==> config.mk <==
export PLATFORM = sky130hd
export DESIGN_NAME = hazard_ctrl
export DESIGN_NICKNAME = d
export VERILOG_FILES = /design/src/rtl/ctrl_pkg.sv /design/src/rtl/fwd_unit.sv /design/src/rtl/hazard_ctrl.sv
export SDC_FILE = /design/constraint.sdc
export NUM_CORES = 1
export LEC_CHECK = 0
export CORE_MARGIN = 5
export CORE_UTILIZATION = 40
export CTS_CLUSTER_DIAMETER = 50
export DETAILED_ROUTE_END_ITERATION = 7
export DONT_BUFFER_PORTS = 1
export SYNTH_ARGS = -nofsm -noshare
export SYNTH_HDL_FRONTEND = slang
export SYNTH_SLANG_ARGS = --single-unit
==> constraint.sdc <==
create_clock -name clk -period 2.49 [get_ports clk]
set_input_delay 0.498 -clock clk [delete_from_list [all_inputs] [get_ports clk]]
set_output_delay 0.498 -clock clk [all_outputs]
set_load 0.1 [all_outputs]
==> src/rtl/ctrl_pkg.sv <==
// ctrl_pkg: shared control types for the core pipeline controller.
// Holds the forwarding-select encoding seen by the EX operand muxes and
// the states of the data-memory handshake FSM.
package ctrl_pkg;

    // EX operand source: register file, EX/MEM result, or MEM/WB result
    typedef enum logic [1:0] {
        FWD_REG = 2'd0,
        FWD_MEM = 2'd1,
        FWD_WB  = 2'd2
    } fwd_sel_e;

    // Data-memory handshake: RUN is idle or zero-wait, WAIT holds a pending access
    typedef enum logic {
        RUN  = 1'b0,
        WAIT = 1'b1
    } hz_state_e;

endpackage

==> src/rtl/fwd_unit.sv <==
// fwd_unit: forwarding select for a single EX operand.
// The youngest producer (EX/MEM) wins over MEM/WB. A load in EX/MEM has no
// data yet, so it never forwards. Register 0 is hard-wired and never forwarded.
import ctrl_pkg::*;

module fwd_unit #(
    parameter int REG_SELECT = 5
) (
    input  logic [REG_SELECT-1:0] src_sel,
    input  logic [REG_SELECT-1:0] mem_rd,
    input  logic                  mem_is_write,
    input  logic                  mem_is_load,
    input  logic [REG_SELECT-1:0] wb_rd,
    input  logic                  wb_is_write,
    output fwd_sel_e              fwd_sel
);

    function automatic logic reg_match(input logic [REG_SELECT-1:0] x,
                                       input logic [REG_SELECT-1:0] y);
        return (x == y) && (x != '0);
    endfunction

    // Pick the most recent non-load producer of src_sel
    always_comb begin
        fwd_sel = FWD_REG;
        if (mem_is_write && !mem_is_load && reg_match(mem_rd, src_sel)) begin
            fwd_sel = FWD_MEM;
        end else if (wb_is_write && reg_match(wb_rd, src_sel)) begin
            fwd_sel = FWD_WB;
        end
    end

endmodule

==> src/rtl/hazard_ctrl.sv <==
// hazard_ctrl: pipeline controller for the 5-stage core.
// Generates per-stage enable/flush/bubble controls for pipe_0..pipe_3,
// EX forwarding selects, the data-memory request, and a saturating count
// of cycles in which the PC did not advance.
import ctrl_pkg::*;

module hazard_ctrl #(
    parameter int REG_SELECT = 5,
    parameter int CNT_WIDTH  = 16
) (
    input  logic                  clk,
    input  logic                  rst,
    input  logic [REG_SELECT-1:0] id_rs1,
    input  logic [REG_SELECT-1:0] id_rs2,
    input  logic                  id_uses_rs1,
    input  logic                  id_uses_rs2,
    input  logic                  id_is_branch,
    input  logic                  id_branch_taken,
    input  logic [REG_SELECT-1:0] ex_rs1,
    input  logic [REG_SELECT-1:0] ex_rs2,
    input  logic [REG_SELECT-1:0] ex_rd,
    input  logic                  ex_is_write,
    input  logic                  ex_is_load,
    input  logic [REG_SELECT-1:0] mem_rd,
    input  logic                  mem_is_write,
    input  logic                  mem_is_load,
    input  logic                  mem_is_store,
    input  logic [REG_SELECT-1:0] wb_rd,
    input  logic                  wb_is_write,
    input  logic                  dmem_ready,
    output logic                  dmem_req,
    output logic                  pc_en,
    output logic                  en_0,
    output logic                  flush_0,
    output logic                  en_1,
    output logic                  bubble_1,
    output logic                  en_2,
    output logic                  en_3,
    output fwd_sel_e              fwd_a,
    output fwd_sel_e              fwd_b,
    output logic [CNT_WIDTH-1:0]  stall_cnt
);

    function automatic logic reg_match(input logic [REG_SELECT-1:0] x,
                                       input logic [REG_SELECT-1:0] y);
        return (x == y) && (x != '0);
    endfunction

    hz_state_e            state_q, state_d;
    logic [CNT_WIDTH-1:0] stall_cnt_q, stall_cnt_d;

    fwd_sel_e fwd_a_raw;
    fwd_sel_e fwd_b_raw;

    logic id_reads_ex_rd;
    logic id_reads_mem_rd;
    logic load_use;
    logic br_haz;
    logic stall;
    logic mem_op;
    logic freeze;

    fwd_unit #(.REG_SELECT(REG_SELECT)) u_fwd_a (
        .src_sel      (ex_rs1),
        .mem_rd       (mem_rd),
        .mem_is_write (mem_is_write),
        .mem_is_load  (mem_is_load),
        .wb_rd        (wb_rd),
        .wb_is_write  (wb_is_write),
        .fwd_sel      (fwd_a_raw)
    );

    fwd_unit #(.REG_SELECT(REG_SELECT)) u_fwd_b (
        .src_sel      (ex_rs2),
        .mem_rd       (mem_rd),
        .mem_is_write (mem_is_write),
        .mem_is_load  (mem_is_load),
        .wb_rd        (wb_rd),
        .wb_is_write  (wb_is_write),
        .fwd_sel      (fwd_b_raw)
    );

    // Hazard detection: load-use in EX, and branch operands not yet available in decode
    always_comb begin
        id_reads_ex_rd  = (id_uses_rs1 && reg_match(ex_rd, id_rs1)) ||
                          (id_uses_rs2 && reg_match(ex_rd, id_rs2));
        id_reads_mem_rd = (id_uses_rs1 && reg_match(mem_rd, id_rs1)) ||
                          (id_uses_rs2 && reg_match(mem_rd, id_rs2));
        load_use        = ex_is_load && id_reads_ex_rd;
        br_haz          = id_is_branch &&
                          ((ex_is_write && id_reads_ex_rd) || (mem_is_load && id_reads_mem_rd));
        stall           = load_use || br_haz;
        mem_op          = mem_is_load || mem_is_store;
        dmem_req        = rst && (((state_q == RUN) && mem_op) || (state_q == WAIT));
        freeze          = dmem_req && !dmem_ready;
    end

    // State register for the memory FSM and the stall counter
    always_ff @(posedge clk) begin
        state_q     <= state_d;
        stall_cnt_q <= stall_cnt_d;
    end

    // Next state: enter WAIT on an unfinished access, leave once memory answers
    always_comb begin
        state_d = state_q;
        if (!rst) begin
            state_d = RUN;
        end else begin
            unique case (state_q)
                RUN:     if (freeze)     state_d = WAIT;
                WAIT:    if (dmem_ready) state_d = RUN;
                default: state_d = RUN;
            endcase
        end
    end

    // Pipeline controls in priority order: reset, freeze, stall, taken branch, normal
    always_comb begin
        pc_en    = 1'b0;
        en_0     = 1'b0;
        flush_0  = 1'b0;
        en_1     = 1'b0;
        bubble_1 = 1'b0;
        en_2     = 1'b0;
        en_3     = 1'b0;
        fwd_a    = FWD_REG;
        fwd_b    = FWD_REG;
        if (rst) begin
            fwd_a = fwd_a_raw;
            fwd_b = fwd_b_raw;
            if (freeze) begin
                pc_en = 1'b0;
            end else if (stall) begin
                en_1     = 1'b1;
                bubble_1 = 1'b1;
                en_2     = 1'b1;
                en_3     = 1'b1;
            end else if (id_is_branch && id_branch_taken) begin
                pc_en   = 1'b1;
                flush_0 = 1'b1;
                en_1    = 1'b1;
                en_2    = 1'b1;
                en_3    = 1'b1;
            end else begin
                pc_en = 1'b1;
                en_0  = 1'b1;
                en_1  = 1'b1;
                en_2  = 1'b1;
                en_3  = 1'b1;
            end
        end
    end

    // Stall counter: count cycles where the PC holds, saturating at all-ones
    always_comb begin
        stall_cnt_d = stall_cnt_q;
        if (!rst) begin
            stall_cnt_d = '0;
        end else if (!pc_en && (stall_cnt_q != '1)) begin
            stall_cnt_d = stall_cnt_q + CNT_WIDTH'(1);
        end
    end

    assign stall_cnt = stall_cnt_q;

endmodule
==> impl.org <==
** Logic synthesis
- In the post-synthesis netlist, the biggest area contributors are sky130_fd_sc_hd__dfxtp_1, sky130_fd_sc_hd__xnor2_1, sky130_fd_sc_hd__xor2_1.
- Synth async-reset ratio :: 0%
- Yosys mapped a number of flops with a built-in enable equal to 0.
- Net count after synthesis :: 242
- Count of distinct cell types in the synthesized netlist :: 36
- The top cell type by area accounts for 22.0% of the synthesized area.
- After synthesis the netlist holds a flip-flop and latch count of 17.
- Top cell type by total area after synthesis :: sky130_fd_sc_hd__dfxtp_1
- Syn Std Cell Area :: 1550 um2
- In the synthesized netlist, the number of instances is 193.
- The commonest cells after synthesis are sky130_fd_sc_hd__xnor2_1, sky130_fd_sc_hd__nand2_1, sky130_fd_sc_hd__dfxtp_1, sky130_fd_sc_hd__xor2_1.
- Among all cell types in the netlist, the one instantiated most often is sky130_fd_sc_hd__xnor2_1.
- Sequential fraction of the synthesis area :: 22.0%
- Leading register cell type out of synthesis :: sky130_fd_sc_hd__dfxtp_1
- Yosys warning total :: 0
- The average instance in the mapped netlist occupies 8.02 um2.

** Routing
- For this run, design rule violations remaining after detail routing come to 0.
- The first TritonRoute pass finished after 4 iterations.
- In this run, the number of DRC markers left after iteration 0 of detailed routing was 98.
- Routed Wire Length :: around 4400 um
- After detailed routing, the average wire length per cell comes to 16.8 um.
- Dividing the detail-routed via count by the number of cells gives 5.65.
- The routed layout has ~1.5k vias.
- In this run the remaining antenna-violating nets after routing total 0.

** Die
- In this run the horizontal extent of the chip is between 70 and 80 um.
- Pin placement for this block handled 76 I/O pins.
- Effective utilization at floorplan :: 41.6%
- The die covers 5210 um2.
- Row generation in the floorplan step produced 22 rows.
- The die is 72.2 um tall.
- Core Region :: 3720 um2

** Global route
- The first global-routing pass estimated roughly 7200 um of wire.
- For this run the aggregate overflow at the end of global routing stands at 0.
- The number of global-route vias before repair came to 1,565.
- Largest net degree at the start of global routing :: 23
- For met3 alone, demand over resource in global routing was 7.06%.
- Met1 Use GR :: a little under a fifth
- The initial antenna violation count came to 0.
- For met2 alone, demand over resource in global routing was between 20% and 30%.
- Global routing consumed, over all layers together, 16.9% of the routing resources.
- Most congested layer reported by global routing :: met2

** STA
- Based on the critical path, the design can be clocked at up to 0.437 GHz.
- Final hold violation count :: 0
- Tcrit/Tclk final :: 92.0%
- The final count of pins violating max slew came to 0.
- Final hold analysis gives a worst-case slack of 0.298 ns.
- Final Skew :: 0.00989 ns
- For the pin with the worst max-slew slack, the measured transition is 0.445 ns.
- For the finished layout, the period the worst path requires is 2.29 ns.
- Crit path setup slack, layout :: 0.199 ns
- Setup repair after global routing left no endpoint under its margin.
- In this run the tightest slew margin relative to its limit is 70.2%.
- Final setup violation count :: 0

** Critical path
- Grouping stages by cell kind, the critical path spends the most delay in compound AO/OA/AOI/OAI gates.
- At the worst endpoint, the required time is 1.99 ns.
- Category of the most critical setup path :: register to output port
- Critical path data arrival time :: around 1.8 ns
- Delay of the slowest cell on the worst path :: about 0.39 ns
- The worst setup path is captured at an output port.
- The worst setup path is launched from a register.
- Max FO, Critical Path :: 7
- The critical path goes through o31ai_1 -> o21ai_1 -> a221o_2 -> inv_2 -> and3_4 -> buf_12.
- Number of buffer and inverter instances along the worst setup path :: 2
- CP max stage cell :: sky130_fd_sc_hd__a221o_2

** Clock tree
- Buffers inserted during clock tree synthesis total 3.
- Largest buffer count on any clock path :: 2
- Clock latency at the later pin of the worst-skew pair :: 0.26 ns
- Clock sink total :: 17
- Number of resized instances in the post-cts repair step :: 0
- CTS H-tree lvls :: 1
- After clock tree synthesis, the clock-pin slew on the worst setup and hold paths is about 0.070 ns.
- TritonCTS built the clock tree.
- Post-CTS timing repair inserted 0 buffers for setup.
- The number of hold buffers added after CTS was 0.
- Clock Tree Root :: sky130_fd_sc_hd__clkbuf_8

** Placed design
- Detailed placement finished with a half-perimeter wire length of ~3700 um.
- The count of buffers added on input and output ports is 0.
- Placer Congestion :: 0.934
- Worst-case setup slack after placement :: 0.163 ns

** Worst hold path
- The worst hold path belongs to the class input pin to register.

** Power
- The analysis attributes to cell leakage a power of 0.685 nW.
- Power density over the cells :: about 370 nW/um2
- VDD sags by at most 0.254 mV.

** Outcome
- The run finished with clean final reports.

** Cells and area
- Area overhead of the layout relative to synthesis :: 27.6%
- Counting the fill cells in the layout gives 353.
- Net count of the finished layout :: 266
- Antenna Cells :: 0
- The post-route netlist has around a quarter of its cells at a drive strength greater than 1.

** Job
- Across the run, the number of max-cap violations was 0.
layer usage:
metal,part of all wire [%],vias to the layer above
met3,10,4
met1,40,698
met4,0.52,0
li1,-,736
met2,49,53
met5,0,-
final cells by class:
| class | instances | area (um2) | area share, % |
|---|---|---|---|
| clock buffer | 3 | 41.3 | 2.09 |
| inverter | 5 | 22.5 | 1.14 |
| clock inverter | 1 | 5.00 | 0.253 |
| tap | 48 | 60.1 | 3.04 |
| timing repair buffer | 32 | 353 | 17.9 |
| sequential | 17 | 345 | 17.5 |
| multi-input combinational | 158 | 1150 | 58.1 |
final timing paths:
| kind | from | end | slack, ns | cells after the start |
|---|---|---|---|---|
| worst max register to register | stall_cnt[8] | stall_cnt[15] | 0.57 | 7 |
| worst min-delay path | dmem_ready | state_q | 0.30 | 1 |
| worst min register to register | stall_cnt[1] | stall_cnt[1] | 0.54 | 2 |
| worst max-delay path | state_q | flush_0 | 0.20 | 6 |
cell usage in the layout, fill, tap and decap left out, types with 2 or more instances in the layout:
master	synthesis	routed
sky130_fd_sc_hd__nand3_1	11	11
sky130_fd_sc_hd__nor4_1	10	7
sky130_fd_sc_hd__xor2_1	14	14
sky130_fd_sc_hd__mux2i_1	8	8
sky130_fd_sc_hd__buf_4	3	23
sky130_fd_sc_hd__nor4_4	0	2
sky130_fd_sc_hd__xnor2_1	23	23
sky130_fd_sc_hd__a21oi_1	11	10
sky130_fd_sc_hd__inv_1	4	3
sky130_fd_sc_hd__xnor2_2	3	3
sky130_fd_sc_hd__dfxtp_2	0	4
sky130_fd_sc_hd__buf_12	0	9
sky130_fd_sc_hd__o31ai_1	6	6
sky130_fd_sc_hd__nand2_1	20	20
sky130_fd_sc_hd__clkbuf_8	0	3
sky130_fd_sc_hd__or4_1	8	8
sky130_fd_sc_hd__nand4_1	7	7
sky130_fd_sc_hd__and4_1	2	2
sky130_fd_sc_hd__o21ai_0	3	2
sky130_fd_sc_hd__nor2_1	7	6
sky130_fd_sc_hd__dfxtp_1	17	13
sky130_fd_sc_hd__and2_1	2	2
sky130_fd_sc_hd__nand2b_1	8	8
metrics by stage:
| step | util [%] | std cells | TNS [ns] | cell area [um2] | power, mW |
|---|---|---|---|---|---|
| final | 53.2 | 264 | 0 | 1980 | 0.732 |
| after CTS | 53.2 | 264 | 0 | 1980 | 0.742 |
| after floorplan | - | 193 | -0.989 | 1630 | 0.508 |
| after global routing | 53.2 | 264 | 0 | 1980 | 0.761 |
| after detailed placement | 51.9 | 260 | 0 | 1930 | 0.529 |
| after global placement | 51.9 | 260 | 0 | 1930 | 0.524 |
sequential cells by signal (all words and copies together) (netlist names):
register   count
state_q        1
stall_cnt     16
logic make-up (layout without fill, tap and decap cells):
family                   after synthesis  in the layout  synth area share, %
AND/OR/NAND/NOR                       83             83                 29.3
XOR/XNOR                              40             40                 24.1
AO/OA/AOI/OAI                         26             26                 10.9
buffers and inverters                 18             41                 7.68
flip-flops                            17             17                 22.0
multiplexers                           8              8                 5.17
adder cells (fa/ha/maj)                1              1                0.808
where the power goes:
group,switching (mW),leakage (nW),internal (mW)
sequential,0.00450,0.140,0.276
combinational,0.149,0.520,0.0915
clock,0.0993,0.0255,0.111
total,0.253,0.685,0.479
Power figures use the tool's default switching activity.
